==> src/rtl/seg7_scan_driver_pkg.sv <==
// seg7_scan_driver_pkg: shared constants, FSM states and hex segment table for the 7-segment scan driver
package seg7_scan_driver_pkg;
   localparam logic [6:0] SEG_BLANK = 7'h7F;
   localparam logic [3:0] AN_OFF = 4'hF;
   typedef enum logic {ST_GUARD, ST_SHOW} state_t;
   // active-low {g,f,e,d,c,b,a}, indexed by hex value
   localparam logic [6:0] SEG_HEX [16] = '{
      7'b1000000, 7'b1111001, 7'b0100100, 7'b0110000,
      7'b0011001, 7'b0010010, 7'b0000010, 7'b1111000,
      7'b0000000, 7'b0010000, 7'b0001000, 7'b0000011,
      7'b1000110, 7'b0100001, 7'b0000110, 7'b0001110
   };
endpackage

==> src/rtl/seg7_scan_driver_if.sv <==
// seg7_scan_driver_if: digit data in, multiplexed segment/anode drive out
interface seg7_scan_driver_if;
   logic [15:0] din;
   logic [3:0] dp_in;
   logic [3:0] blank;
   logic [6:0] seg;
   logic dp;
   logic [3:0] an;
   logic frame_tick;
   modport master(output din, dp_in, blank, input seg, dp, an, frame_tick);
   modport slave(input din, dp_in, blank, output seg, dp, an, frame_tick);
endinterface

==> src/rtl/seg7_decoder.sv <==
// seg7_decoder: combinational hex to active-low 7-segment lookup
module seg7_decoder
   import seg7_scan_driver_pkg::*;
(
   input  logic [3:0] hex,
   output logic [6:0] seg
);
   always_comb seg = SEG_HEX[hex];
endmodule

==> src/rtl/seg7_scan_driver.sv <==
// seg7_scan_driver: 4-digit common-anode scan with guard interval and per-frame input shadowing
module seg7_scan_driver
   import seg7_scan_driver_pkg::*;
#(
   parameter int REFRESH_DIV = 50000,
   parameter int GUARD_CYCLES = 16
) (
   input logic clk,
   input logic rst,
   seg7_scan_driver_if.slave bus
);
   localparam int MAXN = REFRESH_DIV > GUARD_CYCLES ? (REFRESH_DIV > 2 ? REFRESH_DIV : 2)
                                                    : (GUARD_CYCLES > 2 ? GUARD_CYCLES : 2);
   localparam int CW = $clog2(MAXN);
   localparam logic [CW-1:0] R_LAST = CW'(REFRESH_DIV - 1);
   localparam logic [CW-1:0] G_LAST = CW'(GUARD_CYCLES > 0 ? GUARD_CYCLES - 1 : 0);
   state_t state, state_n;
   logic [CW-1:0] cnt, cnt_n;
   logic [1:0] idx, idx_n;
   logic [15:0] sh_din, src_din;
   logic [3:0] sh_dp, sh_blank, src_dp, src_blank;
   logic slot_end, load, lit;
   logic [6:0] dec;
   // outputs are computed for the state being entered, so the first SHOW cycle of digit 0 already uses fresh inputs
   always_comb begin
      slot_end = state == ST_SHOW ? cnt == R_LAST : (GUARD_CYCLES == 0 || cnt == G_LAST);
      state_n = slot_end ? ((state == ST_SHOW && GUARD_CYCLES > 0) ? ST_GUARD : ST_SHOW) : state;
      idx_n = (slot_end && state == ST_SHOW) ? idx + 2'd1 : idx;
      cnt_n = slot_end ? '0 : cnt + CW'(1);
      load = slot_end && state_n == ST_SHOW && idx_n == 2'd0;
      src_din = load ? bus.din : sh_din;
      src_dp = load ? bus.dp_in : sh_dp;
      src_blank = load ? bus.blank : sh_blank;
      lit = state_n == ST_SHOW && !src_blank[idx_n];
   end
   seg7_decoder u_dec (
      .hex(src_din[{idx_n, 2'b00} +: 4]),
      .seg(dec)
   );
   always_ff @(posedge clk) begin
      if (rst) begin
         state <= ST_GUARD;
         cnt <= '0;
         idx <= '0;
         sh_din <= '0;
         sh_dp <= '0;
         sh_blank <= '0;
         bus.an <= AN_OFF;
         bus.seg <= SEG_BLANK;
         bus.dp <= 1'b1;
         bus.frame_tick <= 1'b0;
      end else begin
         state <= state_n;
         cnt <= cnt_n;
         idx <= idx_n;
         if (load) begin
            sh_din <= bus.din;
            sh_dp <= bus.dp_in;
            sh_blank <= bus.blank;
         end
         bus.an <= lit ? ~(4'b0001 << idx_n) : AN_OFF;
         bus.seg <= lit ? dec : SEG_BLANK;
         bus.dp <= ~(lit & src_dp[idx_n]);
         bus.frame_tick <= load;
      end
   end
endmodule

==> src/flat_wrapper.sv <==
// flat-port wrapper written by rule: the top's interface ports become plain ports
module seg7_scan_driver_flat import seg7_scan_driver_pkg::*;
#(
   parameter int REFRESH_DIV = 50000,
   parameter int GUARD_CYCLES = 16
)
  (clk, rst, bus_din, bus_dp_in, bus_blank, bus_seg, bus_dp, bus_an, bus_frame_tick);
  seg7_scan_driver_if bus_i ();
  input logic clk;
  input logic rst;
  input wire logic [$bits(bus_i.din)-1:0] bus_din;
  input wire logic [$bits(bus_i.dp_in)-1:0] bus_dp_in;
  input wire logic [$bits(bus_i.blank)-1:0] bus_blank;
  output wire logic [$bits(bus_i.seg)-1:0] bus_seg;
  output wire logic [$bits(bus_i.dp)-1:0] bus_dp;
  output wire logic [$bits(bus_i.an)-1:0] bus_an;
  output wire logic [$bits(bus_i.frame_tick)-1:0] bus_frame_tick;
  assign bus_i.din = bus_din;
  assign bus_i.dp_in = bus_dp_in;
  assign bus_i.blank = bus_blank;
  assign bus_seg = bus_i.seg;
  assign bus_dp = bus_i.dp;
  assign bus_an = bus_i.an;
  assign bus_frame_tick = bus_i.frame_tick;
  seg7_scan_driver #(.REFRESH_DIV(REFRESH_DIV), .GUARD_CYCLES(GUARD_CYCLES)) u_core (.clk(clk), .rst(rst), .bus(bus_i));
endmodule
==> config.mk <==
export PLATFORM = sky130hd
export DESIGN_NAME = seg7_scan_driver_flat
export DESIGN_NICKNAME = d
export VERILOG_FILES = /design/src/rtl/seg7_scan_driver_pkg.sv /design/src/rtl/seg7_scan_driver_if.sv /design/src/rtl/seg7_decoder.sv /design/src/rtl/seg7_scan_driver.sv /design/src/flat_wrapper.sv
export SDC_FILE = /design/constraint.sdc
export NUM_CORES = 1
export LEC_CHECK = 0
export ABC_AREA = 1
export CAP_MARGIN = 20
export CORE_ASPECT_RATIO = 0.8
export CORE_MARGIN = 2
export CORE_UTILIZATION = 49
export CTS_CLUSTER_SIZE = 20
export DETAILED_ROUTE_END_ITERATION = 8
export GPL_ROUTABILITY_DRIVEN = 0
export PLACE_DENSITY = 0.78
export SYNTH_ARGS = -nofsm -noshare
export SYNTH_HDL_FRONTEND = slang
export SYNTH_SLANG_ARGS = --single-unit
export TNS_END_PERCENT = 1
==> constraint.sdc <==
create_clock -name clk -period 2.7 [get_ports clk]
set_input_delay 0.27 -clock clk [delete_from_list [all_inputs] [get_ports clk]]
set_output_delay 0.27 -clock clk [all_outputs]
set_load 0.01 [all_outputs]
* Yosys cells after proc, flatten, opt, wreduce, memory -nomap -nowiden
Memories as Yosys holds them, arrays and structs flattened. A register that Yosys moved wholly into a read port is not among the register bits.
Index checks and enable logic that the tools add are counted.
** Cells by class
- $add $sub $neg :: 2
- $lt $le $gt $ge :: 1
- Equal/unequal tests :: 2
- Shift-type cells :: 2
- Mux-type cells :: 11
- Bitwise gates (word level) :: 5
- Reductions and logical operators :: 8
** Operators by type and width (number)
- adder 16 x 1 -> 16 bit (second input constant) :: 1
- equality test 16 bit (second input constant) :: 1
- equality test 16 x 4 -> 1 bit (second input constant) :: 1
- 2-to-1 mux 16 bit :: 1
- indexed part select 16 x 5 -> 4 bit :: 1
- 2-to-1 mux 4 bit :: 2
- 2-to-1 mux 1 bit :: 5
- NOT 4 -> 5 bit :: 1
- binary-select mux 1 bit (select 2 bit) :: 2
- logical AND 1 bit :: 4
- NOT 4 bit :: 1
- OR reduction 2 bit :: 2
- left shift 1 x 2 -> 4 bit (first input constant) :: 1
- < comparator 2 x 3 -> 1 bit (second input constant) :: 1
- adder 2 x 1 -> 2 bit (second input constant) :: 1
- logical NOT 2 bit :: 1
- 2-to-1 mux 2 bit :: 1
- NOT 1 bit :: 2
- AND 1 bit :: 1
- logical NOT 1 bit :: 1
** Word-level totals
- Bits in registers :: 49
- ROM bits :: 112
- Input bits :: 26
- Word-level logic and storage cells :: 41
- Memories kept :: 1
** Memory list
- (no name shown) :: depth 16, width 7, read ports 1, clocked after memory_dff 1, write ports 0, line seg7_decoder.sv:8 : always_comb seg = SEG_HEX[hex];

* Depth between registers and ports, before layout
Gate-level depths: netlist of the first run.
- Depth in word-level cells :: 13
- Gate-level depth with buffers :: 22
- Depth with buffers taken out :: 21

* Cells and area by module
A second synthesis of the first run with hierarchy kept.
** Second synthesis, totals
- Cells, all modules :: 419
- Area, all modules :: 2847.7 um2
** Modules (own cells, without submodules)
- seg7_scan_driver :: instances 1, cells each 370, area an instance 2573.7 um2
- seg7_decoder :: instances 1, cells each 49, area an instance 274.0 um2

* Worst setup path before layout of the first run
No wires, ideal clock.
- Kind :: reg2reg
- Start :: register u_core.cnt[0]
- End :: register u_core.bus.seg[3]
- Setup time :: 0.126 ns
- Arrival :: 2.786 ns
- Data required time :: 2.574 ns
- Slack :: -0.212 ns
- Stages on the path, launching flop included :: 22
- Buffers on the path :: 1
- Cells stage by stage :: dfxtp_1 -> ha_1 -> nand3_1 -> nor2_1 -> o211ai_1 -> nor2_1 -> ha_1 -> nand2_1 -> nand2_2 -> nand3_4 -> inv_2 -> buf_6 -> nand2_1 -> nand3_1 -> nand2_1 -> nor2_2 -> inv_1 -> ha_1 -> o21ai_1 -> nand2_1 -> nand2_1 -> nand3_1
** Between the ends
- Longest elaborated chain between the ends :: 13
- Elaborated cells on any way between the ends :: 19
- Those cells by class :: 2 x eq/ne; 1 x shift; 7 x mux; 2 x bitwise; 7 x reduce/logical
** RTL lines
- start: declaration :: line seg7_scan_driver.sv:18 : logic [CW-1:0] cnt, cnt_n;
- start signal: assignment :: line seg7_scan_driver.sv:54 : cnt <= cnt_n;
- equality test 16 x 4 -> 1 bit or equality test 16 bit (tied branches) :: line seg7_scan_driver.sv:26 : slot_end = state == ST_SHOW ? cnt == R_LAST : (GUARD_CYCLES == 0 || cnt == G_LAST);
- 2-to-1 mux 1 bit (*) :: line seg7_scan_driver.sv:26
- logical AND 1 bit :: line seg7_scan_driver.sv:28 : idx_n = (slot_end && state == ST_SHOW) ? idx + 2'd1 : idx;
- 2-to-1 mux 2 bit :: line seg7_scan_driver.sv:28
- logical NOT 2 bit :: line seg7_scan_driver.sv:30 : load = slot_end && state_n == ST_SHOW && idx_n == 2'd0;
- logical AND 1 bit :: line seg7_scan_driver.sv:30
- 2-to-1 mux 4 bit :: line seg7_scan_driver.sv:33 : src_blank = load ? bus.blank : sh_blank;
- binary-select mux 1 bit (select 2 bit) :: line seg7_scan_driver.sv:34 : lit = state_n == ST_SHOW && !src_blank[idx_n];
- 2-to-1 mux 1 bit (not written as such) :: line seg7_scan_driver.sv:34
- logical NOT 1 bit :: line seg7_scan_driver.sv:34
- logical AND 1 bit :: line seg7_scan_driver.sv:34
- NOT 1 bit (no source line)
- OR reduction 2 bit (no source line)
- end: declaration :: line seg7_scan_driver_if.sv:11 : modport slave(input din, dp_in, blank, output seg, dp, an, frame_tick);
Mark *: on every way between the ends. The rest lies on a longest branch, timed or not. The select of a mux whose other input is x is not followed.
A chain may end at the register's enable or synchronous reset.

* Final worst setup path of the first run
- Start :: register u_core.cnt[1]
- End :: register u_core.bus.seg[4]
Same word-level chain as after synthesis.

==> results of run 1 <==
-- path summary, 6_finish.rpt --
kind / end / start / slack (ns) / depth (start not counted)
worst max-delay path: u_core.bus.seg[4] / u_core.cnt[1] / -0.15 / 20
worst min-delay path: u_core.cnt[10] / u_core.cnt[10] / 0.52 / 2
worst max register to register: u_core.bus.seg[4] / u_core.cnt[1] / -0.15 / 20
worst min register to register: u_core.cnt[10] / u_core.cnt[10] / 0.52 / 2
-- registers in the layout (all words and copies together) (netlist names) --
signal,flops
u_core.bus.an,4
u_core.bus.dp,1
u_core.bus.frame_tick,1
u_core.bus.seg,7
u_core.cnt,16
u_core.idx,2
u_core.sh_blank,4
u_core.sh_din,16
u_core.sh_dp,4
u_core.state,1
-- final cells by class --
class                           count  area share
Tap cell                           78     0.02528
Inverter                           69     0.07034
Sequential cell                    56      0.2911
Timing Repair Buffer               76      0.1783
Clock inverter                      2    0.003566
Clock buffer                        6     0.01880
Multi-Input combinational cell    274      0.4126
-- power by group through the flow --
stage | registers, uW | clock network [uW] | logic, uW
3_3_place_gp | 853 | 0 | 66.3
2_1_floorplan | 853 | 0 | 21.8
4_1_cts | 834 | 476 | 70.8
6_report | 834 | 464 | 71.2
3_5_place_dp | 853 | 0 | 67.8
5_1_grt | 835 | 501 | 77.8
-- logic make-up (layout without fill, tap and decap cells) --
| logic type | Yosys count | after routing |
|---|---|---|
| AND/OR/NAND/NOR | 227 | 230 |
| XOR/XNOR | 7 | 7 |
| adder cells (fa/ha/maj) | 9 | 9 |
| buffers and inverters | 80 | 153 |
| AO/OA/AOI/OAI | 28 | 28 |
| flip-flops | 56 | 56 |
-- per-layer routing --
metal	vias up	GRT usage
met3	24	0.03917
met5	-	0
li1	1415	-
met1	1281	0.2939
met2	120	0.3651
met4	0	0.06902
-- worst register-to-register path, cell delays in order, from the launching register on --
cell and delay, ns:
dfxtp_2 0.37, ha_4 0.15, nand3_4 0.08, nor2_4 0.15, o211ai_1 0.12, nor2_2 0.20, ha_4 0.20, nand3_4 0.08
nand2_4 0.14, nand3_4 0.15, inv_6 0.12, nand2_1 0.10, nand3_2 0.08, nand2_2 0.07, nor2_4 0.17, buf_4 0.16
buf_4 0.11, ha_1 0.13, nand2_1 0.05, nand3_1 0.07, nand3_1 0.06
-- cells in the mapped netlist, drive strengths merged --
cell | instances | area [um^2]
clkbuf | 3 | 11.26
nor4 | 4 | 25.02
o2111ai | 1 | 8.760
nand2 | 112 | 435.4
inv | 69 | 259.0
o21ai | 13 | 65.06
nor2 | 60 | 260.2
buf | 8 | 62.56
o211ai | 6 | 50.05
and3 | 1 | 6.260
nand3 | 32 | 172.7
a21oi | 8 | 40.04
nor3 | 2 | 10.01
xnor2 | 1 | 8.760
ha | 9 | 112.6
xor2 | 6 | 52.55
nand4 | 12 | 75.07
or2 | 4 | 25.03
dfxtp | 56 | 1121
-- per-stage QoR --
step	total power (uW)	util
floorplan	874.7	-
global placement	919.3	0.6409
detailed placement	921.3	0.6409
CTS	1381	0.6714
global route	1413	0.7024
finish	1370	0.7024
-- repair_timing --
action	CTS	global route
endpoints found under the hold margin	0	0
gates cloned	1	2
pin swaps	12	27
hold buffers	0	0
gates resized for setup	15	32
endpoints found under the setup margin	12	12
buffers inserted	2	5
==> metrics.txt, run 1 <==
status=finished, violations left; failing checks=setup timing; hold_ws=about 0.52 ns; clk root buf=clkbuf_8; Final setup viols=11; Sink Count=56; Final min period=2.853 ns; Pre-antenna DRT Iters=5; Leakage=about 0.0017 uW; sequential cell area=1124 um^2; CP Cell Sequence=ha_4, nand3_4, nor2_4, o211ai_1, nor2_2, ha_4, nand3_4, nand2_4, nand3_4, inv_6, nand2_1, nand3_2, nand2_2, nor2_4, buf_4, buf_4, ha_1, nand2_1, nand3_1, nand3_1; CP bufs+invs=3; ant diodes=0; largest net degree at the start of global routing=18; most frequent CP cell=nand3_4; Synth Area in Compound Gates=0.05851; global route overflow=0; total core area=5495 um^2; largest family of logic cells by synthesized area=simple AND/OR/NAND/NOR gates; RSZ-0062 raised after global routing=yes; worst ir drop on vdd=approximately 0.00021 V; ANT nets after route=0; DP Area=between 3000 and 4000 um^2; Slew @ Worst Pin=around 0.38 ns; Reg clk slew, reported paths=about 0.11 ns; synth unique cells=29; design area=3860 um^2; port bufs=38; vias in the first global route=around 2,500; f_max=between 300 and 400 MHz; Die Y=~70 um; wire length on met2=between 3 and 4 mm; CTS Buf Count=5; Tot GR Track Use=0.2205; Hold Path Class=reg -> reg; crit-path max FO=8; Synth warnings=0; NumNets Final=~520; most common cell after layout, fill and taps aside=nand2_1; Met1 Wirelength=3.176 mm; Max clock buf depth=2; worst skew pair latency=approximately 0.32 ns; Multi-input gate area=1593 um^2; Gate power share=0.052; Hold Fails Final Rpt=0; Final Slew Violations=0; first-pass GRT wire length=between 10 and 15 mm; crit path launch type=flip-flop; most frequent cells in the layout=nand2_1 (93), inv_1 (62), dfxtp_1 (54); Die X=between 80 and 90 um; Place WS=-0.1801 ns; Crit Path Class=reg -> reg; top layer in use=met4; placed insts=around 540; switching power total=between 300 and 400 uW; fillers=446; synthesis-to-layout area growth=37.78%; synthesized instance count=407; Final Cycle Share=1.057; share of cells above drive strength 1=0.2236; post-route setup slack=-0.1533 ns; Syn Nets=442; initial antenna violation count=0; mux cell area share after synthesis=0; Post-DP HPWL=slightly below 5 mm; Post-Synth Adder-Cell Area=0.04020; Pint=around 1100 uW; # DRC=0; Worst Setup End Kind=flip-flop; DRT Wirelength=around 7.4 mm; sequential power share=0.609; Total Die Area=6342 um^2; CTS tree=yes; simple-gate area share of the yosys netlist=0.3604; Post-Synth XOR/XNOR Area=0.02188; WP data arrival=3.07 ns; delay-heaviest family, CP=simple AND/OR/NAND/NOR gates; Clk pwr share=0.339; Max Cap Viol=0; CP max-delay cell=dfxtp_2; fin cells=roughly 560; skew final=roughly 0.018 ns; via count=2,840; wire per inst=approximately 13 um; met3 WL=about 490 um; Rel. slew slack=0.7473; Site Rows=24; Via density=slightly above 5; Max H-tree Level=2; Syn Area/Cell=6.883 um^2; Largest stage delay, worst path=roughly 0.37 ns; Starting Density=0.5098; Seq cells post-synth=56; critical path required time=about 2.9 ns; Synth Cell Area=between 2000 and 3000 um^2; setup tns final=-0.8495 ns; register area share after synthesis=0.4002; Switching Share=0.2258; power density cells=about 350 nW/um^2; Starting DRT DRC Count=roughly 210; number of top-level pins=39
No activity file was read; power rests on OpenSTA's default activity.
==> inputs of run 2 (changes only) <==
--- a/config.mk
+++ b/config.mk
@@ -9,11 +9,13 @@
 export CAP_MARGIN = 20
 export CORE_ASPECT_RATIO = 0.8
 export CORE_MARGIN = 2
-export CORE_UTILIZATION = 49
+export CORE_UTILIZATION = 52
 export CTS_CLUSTER_SIZE = 20
 export DETAILED_ROUTE_END_ITERATION = 8
+export DONT_BUFFER_PORTS = 1
 export GPL_ROUTABILITY_DRIVEN = 0
-export PLACE_DENSITY = 0.78
+export PLACE_DENSITY = 0.72
+export SLEW_MARGIN = 15
 export SYNTH_ARGS = -nofsm -noshare
 export SYNTH_HDL_FRONTEND = slang
 export SYNTH_SLANG_ARGS = --single-unit
==> constraint.sdc (replaced) <==
create_clock -name clk -period 2.7 [get_ports clk]
set_input_delay 0.675 -clock clk [delete_from_list [all_inputs] [get_ports clk]]
set_output_delay 0.675 -clock clk [all_outputs]
set_load 0.01 [all_outputs]
==> metrics.txt, run 2 (synthesis gave the netlist of run 1 again) <==
status=finished, violations left; failing checks=setup timing; Total Die Area=~6000 um^2; switching power total=between 300 and 400 uW; crit path launch type=flip-flop; Pint=roughly 1100 uW; Reg clk slew, reported paths=approximately 0.11 ns; CP bufs+invs=3; biggest regs=u_core.cnt (16), u_core.sh_din (16), u_core.bus.seg (7); Hold Path Class=in -> reg; skew final=between 0.01 and 0.015 ns; via count=2,669; largest net degree at the start of global routing=32; global route overflow=0; sequential power share=0.584; WP data arrival=~3 ns; Via density=~5.2; fin cells=511; Pre-antenna DRT Iters=4; crit-path max FO=7; Post-DP HPWL=approximately 4.7 mm; Hold Fails Final Rpt=0; number of top-level pins=39; Largest stage delay, worst path=~0.37 ns; clk root buf=clkbuf_8; hold_buf cts=0; power density cells=just over 400 nW/um^2; synthesis-to-layout area growth=25.95%; post-route setup slack=-0.08267 ns; Die Y=approximately 70 um; fillers=approximately 410; Max clock buf depth=2; port bufs=0; share of cells above drive strength 1=0.2606; Starting Density=0.5500; Max H-tree Level=2; setup tns final=-0.4967 ns; Worst Setup End Kind=flip-flop; Gate power share=0.017; Crit Path Class=reg -> reg; Starting DRT DRC Count=around 160; most common cell after layout, fill and taps aside=nand2_1; hold_ws=roughly 0.42 ns; ant diodes=0; Tot GR Track Use=0.2174; total core area=about 5100 um^2; delay-heaviest family, CP=simple AND/OR/NAND/NOR gates; CP Cell Sequence=ha_4, nand3_4, nor2_4, o211ai_1, nor2_2, ha_4, nand3_2, nand2_4, nand3_4, buf_6, nand2_1, nand3_2, nand2_2, nor2_4, buf_4, ha_4, inv_4, nor2_2, a21oi_1, nand2_1; CTS tree=yes; worst skew pair latency=roughly 0.32 ns; RSZ-0062 raised after global routing=yes; Switching Share=0.2147; CTS Buf Count=5; Final Slew Violations=0; first-pass GRT wire length=around 10 mm; Clk pwr share=0.399; Place WS=-0.1327 ns; most frequent cells in the layout=nand2_1 (91), inv_1 (61), dfxtp_1 (52); Final min period=~2.8 ns; Leakage=0.001564 uW; Final Cycle Share=1.031; DRT Wirelength=just under 7 mm; most frequent CP cell=ha_4; Slew @ Worst Pin=approximately 0.35 ns; CP max-delay cell=dfxtp_2; NumNets Final=483; Sink Count=56; Rel. slew slack=0.7628; placed insts=491; Final setup viols=7; vias in the first global route=approximately 2,300; ANT nets after route=0; f_max=359.4 MHz; wire per inst=roughly 13 um; Die X=between 80 and 90 um; worst ir drop on vdd=between 0.0003 and 0.0004 V; critical path required time=2.92 ns; Site Rows=23; Max Cap Viol=0; initial antenna violation count=0; # DRC=0
[run 2: cell count changes in the layout (fill, tap and decap cells not counted), sizes merged]
cell,delta
buf,+5
clkdlybuf4s50,-38
clkbuf,-1
clkinv,-1
clkinvlp,+1
bufinv,+1
nand3,-1
[run 2: through the flow]
| stage | cell area (um^2) | power (uW) | utilization |
|---|---|---|---|
| floorplan | 2889 | 874.7 | - |
| global placement | 3137 | 875.5 | 0.6158 |
| detailed placement | 3137 | 876.0 | 0.6158 |
| CTS | 3343 | 1438 | 0.6564 |
| global route | 3528 | 1476 | 0.6927 |
| finish | 3528 | 1429 | 0.6927 |
[run 2: final cells by class]
class	count	area, um^2	area share
Clock buffer	5	68.82	0.01950
Clock inverter	3	46.29	0.01312
Inverter	69	269.0	0.07624
Multi-Input combinational cell	273	1588	0.4500
Sequential cell	56	1126	0.3191
Tap cell	62	77.57	0.02199
Timing Repair Buffer	43	352.8	0.1000
[run 2: power by group through the flow]
stage	sequential, uW	combinational (uW)	clock (uW)
after floorplan	853	21.8	0
after global placement	853	22.8	0
after detailed placement	853	23.1	0
after CTS	834	23.1	581
after global routing	834	27.7	614
final	834	24.5	570
[run 2: layer usage]
metal / global-route usage / up-vias / part of all wire
met1: 0.3217 / 1226 / 0.49
met2: 0.3376 / 86 / 0.45
met5: 0 / - / 0
met4: 0.03175 / 0 / 0.011
met3: 0.03690 / 8 / 0.057
li1: - / 1349 / -
[run 2: worst paths after layout]
check / slack [ns] / to / start / depth (start not counted)
setup / recovery: -0.08 / u_core.bus.seg[5] / u_core.cnt[0] / 20
hold reg to reg: 0.53 / u_core.sh_din[11] / u_core.sh_din[11] / 4
hold / removal: 0.42 / u_core.sh_dp[1] / rst / 1
setup reg to reg: -0.08 / u_core.bus.seg[5] / u_core.cnt[0] / 20
[run 2: what timing repair did]
action,in CTS,in global routing
hold endpoints to repair,0,0
cloned,0,2
gates resized for setup,17,38
setup endpoints to repair,7,12
pin swaps,11,28
buffers inserted,5,5
==> inputs of run 3 (changes only) <==
--- a/config.mk
+++ b/config.mk
@@ -14,9 +14,9 @@
 export DETAILED_ROUTE_END_ITERATION = 8
 export DONT_BUFFER_PORTS = 1
 export GPL_ROUTABILITY_DRIVEN = 0
-export PLACE_DENSITY = 0.72
+export PLACE_DENSITY = 0.79
 export SLEW_MARGIN = 15
 export SYNTH_ARGS = -nofsm -noshare
 export SYNTH_HDL_FRONTEND = slang
 export SYNTH_SLANG_ARGS = --single-unit
-export TNS_END_PERCENT = 1
+export TNS_END_PERCENT = 50
==> metrics.txt, run 3 (synthesis gave the netlist of run 1 again) <==
Starting DRT DRC Count=242; Tot GR Track Use=0.2256; Post-DP HPWL=around 4.7 mm; Hold Crit Start=rst; ANT nets after route=0; # DRC=0; hold worst-path end=u_core.cnt[5]; global route overflow=0; via count=roughly 2,700; Rel. slew slack=0.8021; Hold Fails Final Rpt=0; Sink Count=56; fin cells=512; critical path required time=~3 ns; ant diodes=0; Die Y=approximately 70 um; Leakage=between 0.0015 and 0.002 uW; Final min period=roughly 2.8 ns; crit-path max FO=11; Via density=between 5 and 6; Worst Setup End Kind=flip-flop; Total Die Area=between 5000 and 6000 um^2; worst skew pair latency=~0.31 ns; status=finished, violations left; placed insts=495; WP data arrival=2.97 ns; Final Cycle Share=1.019; synthesis-to-layout area growth=24.70%; RSZ-0062 raised after global routing=yes; Die X=86.06 um; Reg clk slew, reported paths=roughly 0.1 ns; f_max=363.3 MHz; Crit Path Class=reg -> reg; CTS tree=yes; Max H-tree Level=2; biggest regs=u_core.cnt (16), u_core.sh_din (16), u_core.bus.seg (7); share of cells above drive strength 1=0.2356; worst flop-to-flop path endpoint=u_core.bus.seg[5]; total core area=roughly 5100 um^2; DRT Wirelength=a little under 7 mm; crit path launch type=flip-flop; power density cells=between 300 and 400 nW/um^2; setup tns final=-0.2034 ns; Final Slew Violations=0; fillers=roughly 420; wire per inst=~14 um; NumNets Final=about 480; Largest stage delay, worst path=between 0.3 and 0.4 ns; Site Rows=23; Slew @ Worst Pin=about 0.3 ns; worst ir drop on vdd=between 0.00015 and 0.0002 V; CP max-delay cell=dfxtp_2; reg2reg setup slack=-0.05 ns; Hold Path Class=in -> reg; Pre-antenna DRT Iters=8; Starting Density=0.5500; CTS Buf Count=5; Final setup viols=5; failing checks=setup timing; hold_buf cts=0; most common cell after layout, fill and taps aside=nand2_1; initial antenna violation count=0; number of top-level pins=39; most frequent CP cell=ha_4; most frequent cells in the layout=nand2_1 (97), inv_1 (63), dfxtp_1 (53); Max Cap Viol=0; post-route setup slack=-0.05223 ns; hold path depth=1; largest net degree at the start of global routing=32; CP Cell Sequence=ha_4, nand3_4, nor2_4, o211ai_1, nor2_2, buf_4, ha_4, buf_6, inv_1, o211ai_1, nand2_2, nor2_4, inv_4, ha_4, inv_4, nor2_1, a21oi_1, nand2_1; clk root buf=clkbuf_8; vias in the first global route=2,347; port bufs=0; reg-to-reg startpoint=u_core.cnt[0]; skew final=between 0.005 and 0.006 ns; Max clock buf depth=2; first-pass GRT wire length=~11 mm; reg2reg path depth=18
## run 3: cell types whose count changed in the layout (fill, tap and decap cells not counted), sizes merged
cell | before | now
clkbuf | 5 | 7
buf | 43 | 44
bufinv | 1 | 0
inv | 70 | 69
nand3 | 32 | 33
nor2 | 62 | 61
## run 3: layer usage
metal	wire length, um	global-route usage
met4	156	0.08466
met3	528	0.04167
met5	0	0
met2	3043	0.3376
met1	3208	0.3204
## run 3: report_power, final
| group | switching, uW | internal (uW) |
|---|---|---|
| Sequential | 4.26 | 830 |
| Combinational | 11.9 | 10.2 |
| Clock | 267 | 209 |
| Total | 283 | 1050 |
## run 3: worst max-delay path by stage
stage              startpoint                 to  cells after the start
2_1_floorplan   u_core.cnt[1]  u_core.bus.seg[5]                     21
3_3_place_gp   u_core.cnt[11]  u_core.bus.seg[3]                     17
3_5_place_dp    u_core.cnt[0]  u_core.bus.seg[3]                     19
4_1_cts         u_core.cnt[5]  u_core.bus.seg[5]                     18
5_1_grt         u_core.cnt[0]  u_core.bus.seg[1]                     20
6_report        u_core.cnt[0]  u_core.bus.seg[5]                     18
## run 3: cell type report
type,count,area [um^2],area share
multi-input combinational,273,1568,0.4488
inverter,69,266.5,0.07629
clock inverter,1,7.507,0.002149
timing repair buffer,44,362.8,0.1039
clock buffer,7,86.33,0.02471
tap,62,77.57,0.02221
sequential,56,1125,0.3220
## run 3: through the flow
stage,cell area [um^2],setup WS [ns],util,total power (uW),hold WS [ns]
after floorplan,2889,-0.01586,-,874.7,0.4194
after global placement,3179,-0.05278,0.6242,871.3,0.4263
after detailed placement,3179,-0.1405,0.6242,873.1,0.4429
after CTS,3383,0.002279,0.6642,1343,0.4056
after global routing,3493,-0.2428,0.6858,1385,0.3960
final,3493,-0.05223,0.6858,1332,0.4180
## run 3: repair_timing
action                                  in CTS  in global routing
setup buffers                                3                  4
pin swaps                                   11                 20
endpoints found under the setup margin       7                 12
gates cloned                                 2                  0
gates resized for setup                     16                 19
## run 3: critical path: cells and delay by family, from the launching register on
family	cells	cell delay [ns]
simple gates	7	0.77
buf+inv	5	0.52
fa+ha+maj	3	0.50
compound gates	3	0.48
flops	1	0.37
==> edit 1: new RTL, config.mk and constraints of run 3 <==
Make the reset (`rst`) asynchronous in one clocked block.
--- a/src/rtl/seg7_scan_driver.sv
+++ b/src/rtl/seg7_scan_driver.sv
@@ -39,3 +39,3 @@
    );
-   always_ff @(posedge clk) begin
+   always_ff @(posedge clk or posedge rst) begin
       if (rst) begin
Function: same outputs for any inputs over 10 cycles, from zero or initial values and one cycle with rst high; that may be too few to reach the edited logic, so the function may still have changed.
==> edit 1 against run 3 <==
- final area grew 26%
- sequential cell count is the same
- critical path type unchanged
- synthesized cell count shrank 2.9%
- cell count grew 9.6%
- highest routed layer unchanged
- die area grew 12%
- non-clock buffer count grew 40
- worst setup slack lost 320 ps
- the flow still finishes with violations (setup timing)
- global-route usage grew 3.1 points
- sequential share of layout area grew 0.061 points
- synthesized area grew 12%
- routed wire length grew 44%
- clock skew grew 1.3 ps
Power is not compared: it rests on default switching activity, and its combinational part moved more than twofold at a synthesized area within 25%.
==> edit 1: results <==
{
  "p_leak_nw": 2.27,
  "status": "finished with violations",
  "cts_buffers": 5,
  "maxSlewHeadroom_pct": 58.5,
  "fill_cells": 387,
  "worstHoldPathType": "in2async",
  "final.setup.worst_slack_ps": -377,
  "finalClockSkew_ps": 7.02,
  "drive_gt1_share_pct": 39.8,
  "largestRegisters": "u_core.cnt (16), u_core.sh_din (16), u_core.bus.seg (7)",
  "yosysSeqAreaShare_pct": 45.0,
  "synth.most_common_cell": "nand2_1",
  "n_antenna_cell": 0,
  "violations": "setup timing",
  "crit_fanout": 6,
  "dr.pass1.iters": 5,
  "yosysWarningCount": 0,
  "clk_latency_ps": 320,
  "cts-root-buf": "clkbuf_8",
  "finalSetupTns_ps": -3620,
  "vias_per_cell": 5.63,
  "post-place-ws_ps": -136,
  "syn_nets": 430,
  "syn_inst": 395,
  "grt_pass1_wl_um": 13500,
  "grt_pass1_vias": 2884,
  "drt-initial-drc-count": 300,
  "ant_nets": 0,
  "place_inst": 522,
  "cts_buffer_depth": 2,
  "portBuffers": 0,
  "gr-usage-all-layers_pct": 25.7,
  "antenna_found_initial": 0,
  "finalSetupViolCount": 15,
  "fin_nets": 514,
  "grt_max_degree": 50,
  "timing.critical_path.max_delay_family": "simple AND/OR/NAND/NOR gates",
  "synthTopCellsByCount": "nand2_1 (105), inv_1 (75), dfrtp_1 (44)",
  "cp.arrival_ps": 3330,
  "synth-edff-count": 0,
  "path_clk_slew_ps": 100,
  "htree_levels": 2,
  "ys_types": 32,
  "via_count": 3157,
  "worst_path_largest_cell_delay_ps": 430,
  "wl_per_cell_um": 17.8,
  "crit_slowest_cell": "dfrtp_1",
  "synth_area_leaders": "dfrtp_1 (35%), nand2_1 (13%), dfstp_2 (10%), inv_1 (9.0%), nand3_1 (5.1%)",
  "placed_area_um2": 3640,
  "dpl.hpwl_um": 5420,
  "final-hold-violation-count": 0,
  "irDropWorstVdd_mv": 0.249,
  "synthArstFlopShare_pct": 100
}
-- edit 1: changes by cell type after synthesis, sizes merged, moves of 6 or more --
| cell | before | now |
|---|---|---|
| nand3 | 32 | 38 |
| dfstp | 0 | 12 |
| nor2 | 60 | 27 |
| dfxtp | 56 | 0 |
| inv | 69 | 78 |
| dfrtp | 0 | 44 |
| o21a | 0 | 13 |
-- edit 1: cell families after synthesis --
kind of cell / synth area share [%]
DFF: 45.0
and+or+nand+nor: 29.6
adders and majority gates: 3.58
AOI/OAI and AO/OA: 7.64
xor gates and xnor gates: 2.51
buffers and inverters: 11.6
-- edit 1: layout make-up --
type                    instances  area share, %
repair inverters                1          0.171
clock inverters                 2          0.798
multi-input cells             253           37.9
flip-flops and latches         56           32.3
repair buffers                 84           18.1
clock buffers                   6           1.65
well taps                      81           2.31
inverters                      78           6.84
-- edit 1: worst paths after layout --
path	slack, ps	startpoint	to	cells past startpoint
setup / recovery	-380	u_core.cnt[9]$_DFF_PP0_	u_core.bus.seg[5]$_DFF_PP1_	20
hold / removal	120	rst	u_core.cnt[13]$_DFF_PP0_	1
setup reg to reg	-380	u_core.cnt[9]$_DFF_PP0_	u_core.bus.seg[5]$_DFF_PP1_	20
hold reg to reg	500	u_core.sh_dp[3]$_DFF_PP0_	u_core.sh_dp[3]$_DFF_PP0_	2
max in group asynchronous	1730	rst	u_core.sh_din[13]$_DFF_PP0_	2
min in group clk	470	bus_dp_in[2]	u_core.sh_dp[2]$_DFF_PP0_	2
-- edit 1: report_power, final --
group          internal [mW]  switching [mW]  total, mW
Clock                  0.276           0.281      0.557
Combinational         0.0639           0.103      0.167
Sequential             0.874          0.0160      0.890
-- edit 1: layer usage --
| layer | wire (µm) | global-route usage [%] | vias to the layer above |
|---|---|---|---|
| met4 | 440 | 6.90 | 0 |
| met3 | 793 | 5.13 | 53 |
| li1 | - | - | 1401 |
| met2 | 4670 | 42.9 | 178 |
| met1 | 4080 | 34.7 | 1525 |
| met5 | 0 | 0 | - |
-- edit 1: through the flow --
| stage | util, % | hold WS, ps |
|---|---|---|
| floorplan | - | 440 |
| global placement | 61.9 | 458 |
| detailed placement | 61.9 | 463 |
| CTS | 67.9 | 121 |
| global route | 74.7 | 117 |
| finish | 74.7 | 120 |
-- edit 1: timing repair --
| item | CTS | global route |
|---|---|---|
| endpoints found under the setup margin | 8 | 16 |
| setup buffers | 21 | 8 |
| cloned | 2 | 2 |
| pin swaps | 6 | 28 |
| resized for setup | 15 | 82 |
==> edit 2: new RTL, settings of run 3 <==
Without the edit above. `GUARD_CYCLES` is set to 16 in 2 places; all go to 32.
--- a/src/rtl/seg7_scan_driver.sv
+++ b/src/rtl/seg7_scan_driver.sv
@@ -5,3 +5,3 @@
    parameter int REFRESH_DIV = 50000,
-   parameter int GUARD_CYCLES = 16
+   parameter int GUARD_CYCLES = 32
 ) (
--- a/src/flat_wrapper.sv
+++ b/src/flat_wrapper.sv
@@ -4,3 +4,3 @@
    parameter int REFRESH_DIV = 50000,
-   parameter int GUARD_CYCLES = 16
+   parameter int GUARD_CYCLES = 32
 )
Check against the original RTL: same outputs for any inputs over 10 cycles, from zero or initial values and one cycle with rst high; that may be too few to reach the edited logic, so the function may still have changed.
==> edit 2 against run 3 <==
- the run still ends with setup timing left
- synthesized area up 1.7%
- cell count grew 6.6%
- worst setup slack got worse by 470 ps
- routed wire length up 36%
- die area up 1.7%
- clock power grew 28%
- combinational power grew 22%
- synthesized cell count rose by 0.49%
- largest power group unchanged
- sequential cell count unchanged
- power up 10%
- final area grew 14%
==> edit 2: results <==
{
  "status": "finished with violations",
  "violations": "setup timing",
  "inv_count": 73,
  "fill_cells": 317,
  "dpl.hpwl_um": 4700,
  "synth_area_leaders": "dfxtp_1 (39%), nand2_1 (13%), inv_1 (9.2%), nand3_1 (5.8%), nor2_1 (5.7%)",
  "buffer_area_share_pct": 16.0,
  "grtUsageMet2_pct": 40.2,
  "yosysSeqAreaShare_pct": 39.3,
  "ys_types": 35,
  "wl_met2_um": 4210,
  "final.setup.worst_slack_ps": -520,
  "gr-usage-all-layers_pct": 26.2,
  "maxSlewHeadroom_pct": 70.4,
  "clock_area_share_pct": 3.17,
  "dr.pass1.iters": 7,
  "wl_met1_um": 3820,
  "drive_gt1_share_pct": 36.2,
  "crit_fanout": 5,
  "post-place-ws_ps": -285,
  "finalSetupViolCount": 14,
  "crit_slowest_cell": "dfxtp_1",
  "met3WireLength_um": 933,
  "multi_input_area_share_pct": 43.4,
  "critPathCapture": "u_core.bus.seg[6]$_SDFF_PP1_",
  "gr-usage-met1_pct": 34.4,
  "vias_per_cell": 5.73,
  "comb.multi_input.count": 271,
  "place_inst": 508,
  "finalSetupTns_ps": -4520,
  "multi_input_area_um2": 1730,
  "worst_path_largest_cell_delay_ps": 330,
  "synthTopCellsByCount": "nand2_1 (102), inv_1 (70), dfxtp_1 (56)",
  "cp.arrival_ps": 3500,
  "die-area_um2": 6090,
  "gr-usage-met3_pct": 6.86,
  "p_leak_nw": 1.76
}
==> edit 2: cell types whose count changed after synthesis, sizes merged, moves of 2 or more <==
cell | before | now
a21oi | 8 | 11
inv | 69 | 73
mux2i | 0 | 2
nand3 | 32 | 35
nand4 | 12 | 14
nor2 | 60 | 50
nor3 | 2 | 9
nor4 | 4 | 1
xor2 | 6 | 1
==> edit 2: repair_timing <==
| action | in CTS | in global routing |
|---|---|---|
| cloned | 3 | 0 |
| buffers inserted | 21 | 8 |
| endpoints found under the setup margin | 12 | 31 |
| pin swaps | 19 | 20 |
| gates resized for setup | 51 | 45 |
==> edit 2: worst min path at each step <==
stage	start	endpoint	slack (ps)	cells past startpoint
after floorplan	u_core.cnt[0]$_SDFF_PP0_	u_core.cnt[0]$_SDFF_PP0_	400	1
after global placement	u_core.cnt[9]$_SDFF_PP0_	u_core.cnt[9]$_SDFF_PP0_	470	2
after detailed placement	u_core.cnt[9]$_SDFF_PP0_	u_core.cnt[9]$_SDFF_PP0_	470	2
after CTS	rst	u_core.bus.frame_tick$_SDFF_PP0_	410	1
after global routing	rst	u_core.bus.frame_tick$_SDFF_PP0_	390	1
final	rst	u_core.bus.frame_tick$_SDFF_PP0_	410	1
==> edit 2: logic make-up after synthesis <==
| group | Yosys count | synth area share, % |
|---|---|---|
| multiplexers | 2 | 0.702 |
| AO/OA/AOI/OAI | 31 | 6.32 |
| adder cells (fa/ha/maj) | 9 | 3.95 |
| XOR/XNOR | 2 | 0.615 |
| flip-flops | 56 | 39.3 |
| buffers and inverters | 84 | 12.5 |
| AND/OR/NAND/NOR | 225 | 36.6 |
==> edit 2: report_power, final <==
group / switching, mW / leakage, nW / internal, mW
logic: 0.0143 / 1.24 / 0.0126
clock network: 0.284 / 0.0645 / 0.328
registers: 0.00343 / 0.452 / 0.830
